==> config.mk <==
export PLATFORM = sky130hd
export DESIGN_NAME = fft_input_packer
export DESIGN_NICKNAME = d
export VERILOG_FILES = /design/src/rtl/fft_pkg.sv /design/src/rtl/fft_pingpong_bank.sv /design/src/rtl/fft_input_packer.sv
export SDC_FILE = /design/constraint.sdc
export NUM_CORES = 2
export LEC_CHECK = 0
export BUFFER_PORTS_ARGS = -buffer_cell sky130_fd_sc_hd__buf_2
export CAP_MARGIN = 10
export CORE_ASPECT_RATIO = 2
export CORE_MARGIN = 4
export CORE_UTILIZATION = 30
export DETAILED_ROUTE_END_ITERATION = 10
export GPL_TIMING_DRIVEN = 1
export PLACE_DENSITY = 0.44
export SLEW_MARGIN = 5
export SYNTH_ARGS = -nofsm -noshare
export SYNTH_HDL_FRONTEND = slang
export SYNTH_HIERARCHICAL = 1
export SYNTH_SLANG_ARGS = --single-unit
==> constraint.sdc <==
create_clock -name clk -period 3.75 [get_ports clk]
set_clock_uncertainty 0.2 [all_clocks]
set_input_delay 0 -clock clk [delete_from_list [all_inputs] [get_ports clk]]
set_output_delay 0 -clock clk [all_outputs]
set_load 0.05 [all_outputs]
==> src/rtl/fft_pkg.sv <==
// Shared constants and types for the 32-point pipelined FFT.
// Every FFT stage imports this package.
`timescale 1ns/1ps
package fft_pkg;

   localparam int FFT_N     = 32;
   localparam int FFT_LANES = 16;
   localparam int FFT_IN_W  = 12;

   typedef struct packed {
      logic signed [FFT_IN_W-1:0] re;
      logic signed [FFT_IN_W-1:0] im;
   } cplx_t;

   typedef cplx_t [0:FFT_LANES-1] lane_vec_t;

   typedef enum logic [1:0] {
      RD_IDLE,
      RD_BEAT0,
      RD_BEAT1
   } rd_state_t;

endpackage

==> src/rtl/fft_pingpong_bank.sv <==
// One frame of packer storage: 2 beats x NUM lanes with a full flag.
// Writes go to a linear sample index and reads are a whole beat at a time.
`timescale 1ns/1ps
module fft_pingpong_bank
   import fft_pkg::*;
#(
   parameter int WIDTH = FFT_IN_W,
   parameter int NUM   = FFT_LANES,
   localparam int IW   = $clog2(2*NUM)
) (
   input  logic                    clk,
   input  logic                    rstn,
   input  logic                    wr_en,
   input  logic [IW-1:0]           wr_idx,
   input  logic signed [WIDTH-1:0] wr_re,
   input  logic signed [WIDTH-1:0] wr_im,
   input  logic                    set_full,
   input  logic                    free,
   output logic                    full,
   input  logic                    rd_beat,
   output logic signed [WIDTH-1:0] rd_re [0:NUM-1],
   output logic signed [WIDTH-1:0] rd_im [0:NUM-1]
);

   logic signed [WIDTH-1:0] mem_re [0:1][0:NUM-1];
   logic signed [WIDTH-1:0] mem_im [0:1][0:NUM-1];

   // Storage needs no reset: contents are only visible once full is set.
   always_ff @(posedge clk) begin
      if (wr_en) begin
         mem_re[wr_idx[IW-1]][wr_idx[IW-2:0]] <= wr_re;
         mem_im[wr_idx[IW-1]][wr_idx[IW-2:0]] <= wr_im;
      end
   end

   always_ff @(posedge clk or negedge rstn) begin
      if (!rstn)
         full <= 1'b0;
      else if (set_full)
         full <= 1'b1;
      else if (free)
         full <= 1'b0;
   end

   always_comb begin
      for (int i = 0; i < NUM; i++) begin
         rd_re[i] = mem_re[rd_beat][i];
         rd_im[i] = mem_im[rd_beat][i];
      end
   end

endmodule

==> src/rtl/fft_input_packer.sv <==
// Serial-to-vector front end of the 32-point FFT: ping-pong packs each
// frame into two contiguous NUM-lane beats for the first butterfly stage.
`timescale 1ns/1ps
module fft_input_packer
   import fft_pkg::*;
#(
   parameter int WIDTH = FFT_IN_W,
   parameter int NUM   = FFT_LANES,
   parameter int DATA  = FFT_N
) (
   input  logic                    clk,
   input  logic                    rstn,
   input  logic                    s_valid,
   output logic                    s_ready,
   input  logic signed [WIDTH-1:0] s_re,
   input  logic signed [WIDTH-1:0] s_im,
   input  logic                    s_last,
   output logic signed [WIDTH-1:0] dout_re [0:NUM-1],
   output logic signed [WIDTH-1:0] dout_im [0:NUM-1],
   output logic                    valid_out,
   output logic                    frame_err
);

   localparam int IW = $clog2(DATA);
   localparam logic [IW-1:0] LAST_IDX = IW'(DATA-1);

   logic [IW-1:0] idx;
   logic          wb;
   logic          rb;
   rd_state_t     state;

   logic          acc;
   logic          done;
   logic          start;
   logic          wb_nxt;
   logic          rd_beat;
   logic [1:0]    full;
   logic [1:0]    full_nxt;
   logic [1:0]    wr_en;
   logic [1:0]    set_full;
   logic [1:0]    free;

   logic signed [WIDTH-1:0] rd_re [0:1][0:NUM-1];
   logic signed [WIDTH-1:0] rd_im [0:1][0:NUM-1];

   assign acc     = s_valid && s_ready;
   assign done    = acc && (idx == LAST_IDX);
   assign start   = full[rb];
   assign wb_nxt  = done ? ~wb : wb;
   assign rd_beat = (state == RD_BEAT0);

   for (genvar b = 0; b < 2; b++) begin : g_bank
      assign wr_en[b]    = acc && (wb == 1'(b));
      assign set_full[b] = done && (wb == 1'(b));
      assign free[b]     = rd_beat && (rb == 1'(b));
      // Post-free view, so a bank drained this cycle is writable next.
      assign full_nxt[b] = (full[b] & ~free[b]) | set_full[b];

      fft_pingpong_bank #(
         .WIDTH (WIDTH),
         .NUM   (NUM)
      ) u_bank (
         .clk      (clk),
         .rstn     (rstn),
         .wr_en    (wr_en[b]),
         .wr_idx   (idx),
         .wr_re    (s_re),
         .wr_im    (s_im),
         .set_full (set_full[b]),
         .free     (free[b]),
         .full     (full[b]),
         .rd_beat  (rd_beat),
         .rd_re    (rd_re[b]),
         .rd_im    (rd_im[b])
      );
   end

   always_ff @(posedge clk or negedge rstn) begin
      if (!rstn) begin
         idx       <= '0;
         wb        <= 1'b0;
         frame_err <= 1'b0;
         s_ready   <= 1'b1;
      end else begin
         frame_err <= 1'b0;
         s_ready   <= ~full_nxt[wb_nxt];
         if (acc) begin
            if (idx == LAST_IDX) begin
               idx       <= '0;
               wb        <= ~wb;
               frame_err <= ~s_last;
            end else if (s_last) begin
               idx       <= '0;
               frame_err <= 1'b1;
            end else begin
               idx <= idx + 1'b1;
            end
         end
      end
   end

   // State names the beat currently on the outputs.
   always_ff @(posedge clk or negedge rstn) begin
      if (!rstn) begin
         state     <= RD_IDLE;
         rb        <= 1'b0;
         valid_out <= 1'b0;
         for (int i = 0; i < NUM; i++) begin
            dout_re[i] <= '0;
            dout_im[i] <= '0;
         end
      end else begin
         unique case (state)
            RD_BEAT0: begin
               state     <= RD_BEAT1;
               valid_out <= 1'b1;
               rb        <= ~rb;
               for (int i = 0; i < NUM; i++) begin
                  dout_re[i] <= rd_re[rb][i];
                  dout_im[i] <= rd_im[rb][i];
               end
            end
            default: begin
               if (start) begin
                  state     <= RD_BEAT0;
                  valid_out <= 1'b1;
                  for (int i = 0; i < NUM; i++) begin
                     dout_re[i] <= rd_re[rb][i];
                     dout_im[i] <= rd_im[rb][i];
                  end
               end else begin
                  state     <= RD_IDLE;
                  valid_out <= 1'b0;
               end
            end
         endcase
      end
   end

endmodule

==> flow_metrics.py <==
metrics = {
    "floorplan": {
        "pin_count": 415,
        "die_h_um": 715.9,
        "core_um2": 249200,
        "fp-row-count": 259,
        "start_util_pct": 30.17,
        "dieArea_um2": 259200,
        "fp.dieW_um": 362.0,
    },
    "route": {
        "drtPass1Iterations": 5,
        "drt-wirelength-per-cell_um": 26.15,
        "drtIter0Drc": 2113,
        "via_count": 35950,
        "via_per_inst": 4.585,
        "drc": 0,
        "drt-total-wl_um": 205000,
        "ant_nets": 0,
    },
    "logic_synthesis": {
        "synth_common_cells": "edfxtp_1 (1,536), mux2_2 (1,104), mux2_1 (433), dfrtp_1 (397), buf_2 (116)",
        "syn_nets": 3814,
        "avgSynthCellArea_um2": 19.88,
        "synth_compound_area_share_pct": 0.09986,
        "synth.area.mux_share_pct": 23.04,
        "synth_area_um2": 75180,
        "synth_area_leader_cell": "edfxtp_1",
        "synth_fa_ha_area_share_pct": 0.06657,
        "ys_seq_elements": 1934,
        "synth-simple-area-share_pct": 0.7539,
        "ys_seq_area_share_pct": 74.60,
        "synth_ff_type": "edfxtp_1",
        "synth.distinct_cells": 34,
        "synth-edff-count": 1536,
        "yosysWarnings": 6,
        "synth_top_area_share_pct": 61.35,
        "synth_xor_area_share_pct": 0.03495,
        "yosysMostFrequentCell": "edfxtp_1",
        "postSynthCellCount": 3782,
        "synth_area_leaders": "edfxtp_1 (61%), mux2_2 (17%), dfrtp_1 (13%), mux2_1 (6.5%), buf_2 (0.77%)",
        "asyncSetResetFlopFracSynth_pct": 20.58,
        "synth_top_family_by_area": "multiplexers",
    },
    "global_route": {
        "grt_use_total_pct": 15.58,
        "use_met1_pct": 19.95,
        "met3_usage_pct": 1.985,
        "grt_first_pass_wirelength_um": 290400,
        "grt-ovfl-total": 0,
        "grt.busiest_layer": "met2",
        "grtUsageMet2_pct": 28.10,
        "antenna_found_initial": 29,
        "grt_pass1_vias": 38004,
        "grt_max_degree": 109,
    },
    "cells_and_area": {
        "syn_to_final_growth_pct": 18.55,
        "fin_nets": 4442,
        "drive_gt1_share_pct": 44.49,
        "utilization_pct": 35.76,
        "fillCellCount": 23400,
    },
    "worst_setup_path": {
        "path_max_fanout": 24,
        "r2r_cells": 5,
        "critPathKind": "reg2reg",
        "critPathLaunchType": "flip-flop",
        "crit_required_ns": 4.03,
        "cp.arrival_ns": 3.61,
        "endpoint_kind": "flip-flop",
    },
    "placed_design": {
        "gp_congestion": 0.6999,
        "dp_hpwl_um": 123300,
        "numPortBuffers": 414,
    },
    "sta": {
        "setup_viol": 0,
        "max_freq_mhz": 299.8,
        "setup_tns_ns": 0,
        "rsz0062_at_grt": "no",
        "period_share_pct": 88.94,
        "finalCriticalPeriod_ns": 3.335,
        "worst_slew_pin_slew_ns": 1.146,
        "slew_violations": 0,
        "hold_viol_final": 0,
        "relSlewSlack_pct": 23.61,
    },
    "power": {
        "pwr-share-clk_pct": 44.4,
        "switching_share_pct": 20.84,
        "vdd_drop_max_v": 0.0004389,
        "p_int_mw": 34.50,
        "p_per_area_nw_per_um2": 489.0,
        "switchingPower_mw": 9.081,
        "seq_power_share_pct": 53.6,
        "power.leakage_nw": 32.43,
        "pwr-share-comb_pct": 2.0,
    },
    "clock_tree": {
        "root_buffer": "clkbuf_16",
        "insertion_delay_ns": 0.88,
        "cts_buffer_depth": 4,
        "clkSinkCount": 1934,
        "numCtsBuffers": 191,
        "cts_tree": "yes",
        "clkSlewWorstSetupHoldPaths_ns": 0.07,
        "htree_levels": 4,
        "postCtsResizedCells": 0,
    },
    "worst_hold_path": {
        "hp-class": "in2reg",
        "holdPathStages": 2,
    },
    "job": {
        "maxCapViolCount": 0,
    },
    "outcome": {
        "outcome": "finished clean",
    },
}
-- routing by layer --
metal	vias up	part of all wire (%)	routed length [um]
li1	15937	-	-
met1	19005	43	87650
met2	760	52	105800
met3	246	3.7	7584
met4	2	1.9	3962
met5	-	0.0063	13
-- power by group through the flow --
stage	Sequential (mW)	Clock [mW]	Combinational, mW
after floorplan	23.8	0	0.155
after global placement	23.8	0	0.861
after detailed placement	23.8	0	0.879
after CTS	23.3	20.1	0.923
after global routing	23.3	20.9	0.948
final	23.3	19.4	0.863
-- kinds of logic (layout without fill, tap and decap cells) --
kind of cell | count (synthesis) | after routing
flops | 1934 | 1934
simple gates | 111 | 111
compound gates | 10 | 10
xor+xnor | 3 | 3
buf+inv | 182 | 961
mux | 1538 | 1538
other cells | 0 | 18
fa+ha+maj | 4 | 4
-- final cells by class --
cell class	instances	area [um2]	share of cell area [%]
diodes	18	45.04	0.05054
clock buffers	259	5308	5.955
clock inverters	85	899.6	1.009
inverters	4	22.52	0.02527
multi-input cells	1666	18490	20.74
flip-flops and latches	1934	56090	62.93
well taps	3262	4081	4.579
repair buffers	613	4192	4.703
-- through the flow --
stage	setup WS [ns]	power, mW	area (um2)	hold slack, ns	std cells
global placement	0.3315	24.66	82500	-0.1399	7443
detailed placement	0.3248	24.68	82500	-0.1399	7443
global route	0.1489	45.15	89080	0.03759	7824
CTS	0.2759	44.34	89080	0.009450	7823
floorplan	0.3238	23.94	75210	-0.4956	3782
finish	0.4146	43.58	89130	0.06432	7841
-- path summary, 6_finish.rpt --
path,start,to,slack (ns)
max,s_ready,g_bank[1].u_bank/mem_re[0][61],0.41
min,s_re[2],g_bank[1].u_bank/mem_re[1][146],0.06
max reg2reg,s_ready,g_bank[1].u_bank/mem_re[0][61],0.41
min reg2reg,dout_re[150],dout_re[150],0.28
max in group asynchronous,rstn,dout_re[4],2.47
min in group asynchronous,rstn,dout_re[97],0.24
-- critical path, stage by stage (launching register included) --
cell and delay (ns):
dfstp_2 0.56, nand2_1 0.20, nor2_1 0.51, nand4b_1 0.64, nor3_4 0.42, buf_4 0.40
-- sequential cells by signal, indices dropped and copies added (netlist names) --
| name | flops |
|---|---|
| g_bank.u_bank/mem_re | 768 |
| g_bank.u_bank/mem_im | 768 |
| frame_err | 1 |
| state | 2 |
| dout_im | 192 |
| idx | 5 |
| rb | 1 |
| wb | 1 |
| s_ready | 1 |
| dout_re | 192 |
| g_bank.u_bank/full | 2 |
| valid_out | 1 |
-- cells in the final DEF (no fill, tap or decap), types with 4 or more instances in the layout --
cell,instances
edfxtp_1,1536
mux2_2,1104
mux2_1,433
dfrtp_1,396
buf_2,390
clkbuf_16,195
buf_4,150
clkbuf_1,44
nor2_4,44
buf_12,36
dlygate4sd3_1,35
clkinv_2,31
clkinv_1,23
diode_2,18
clkbuf_8,18
bufinv_16,16
nor2_2,12
nand2b_1,9
nor3_4,8
nor2_1,7
nand4bb_1,6
nand4b_1,6
nand2_1,5
ha_1,4
clkinvlp_4,4
-- what timing repair did --
action / in CTS / in global routing
setup buffers: 0 / 0
hold endpoints to repair: 1943 / 0
setup endpoints to repair: 0 / 0
hold buffers: 36 / 0
No activity file was read; power rests on OpenSTA's default activity.
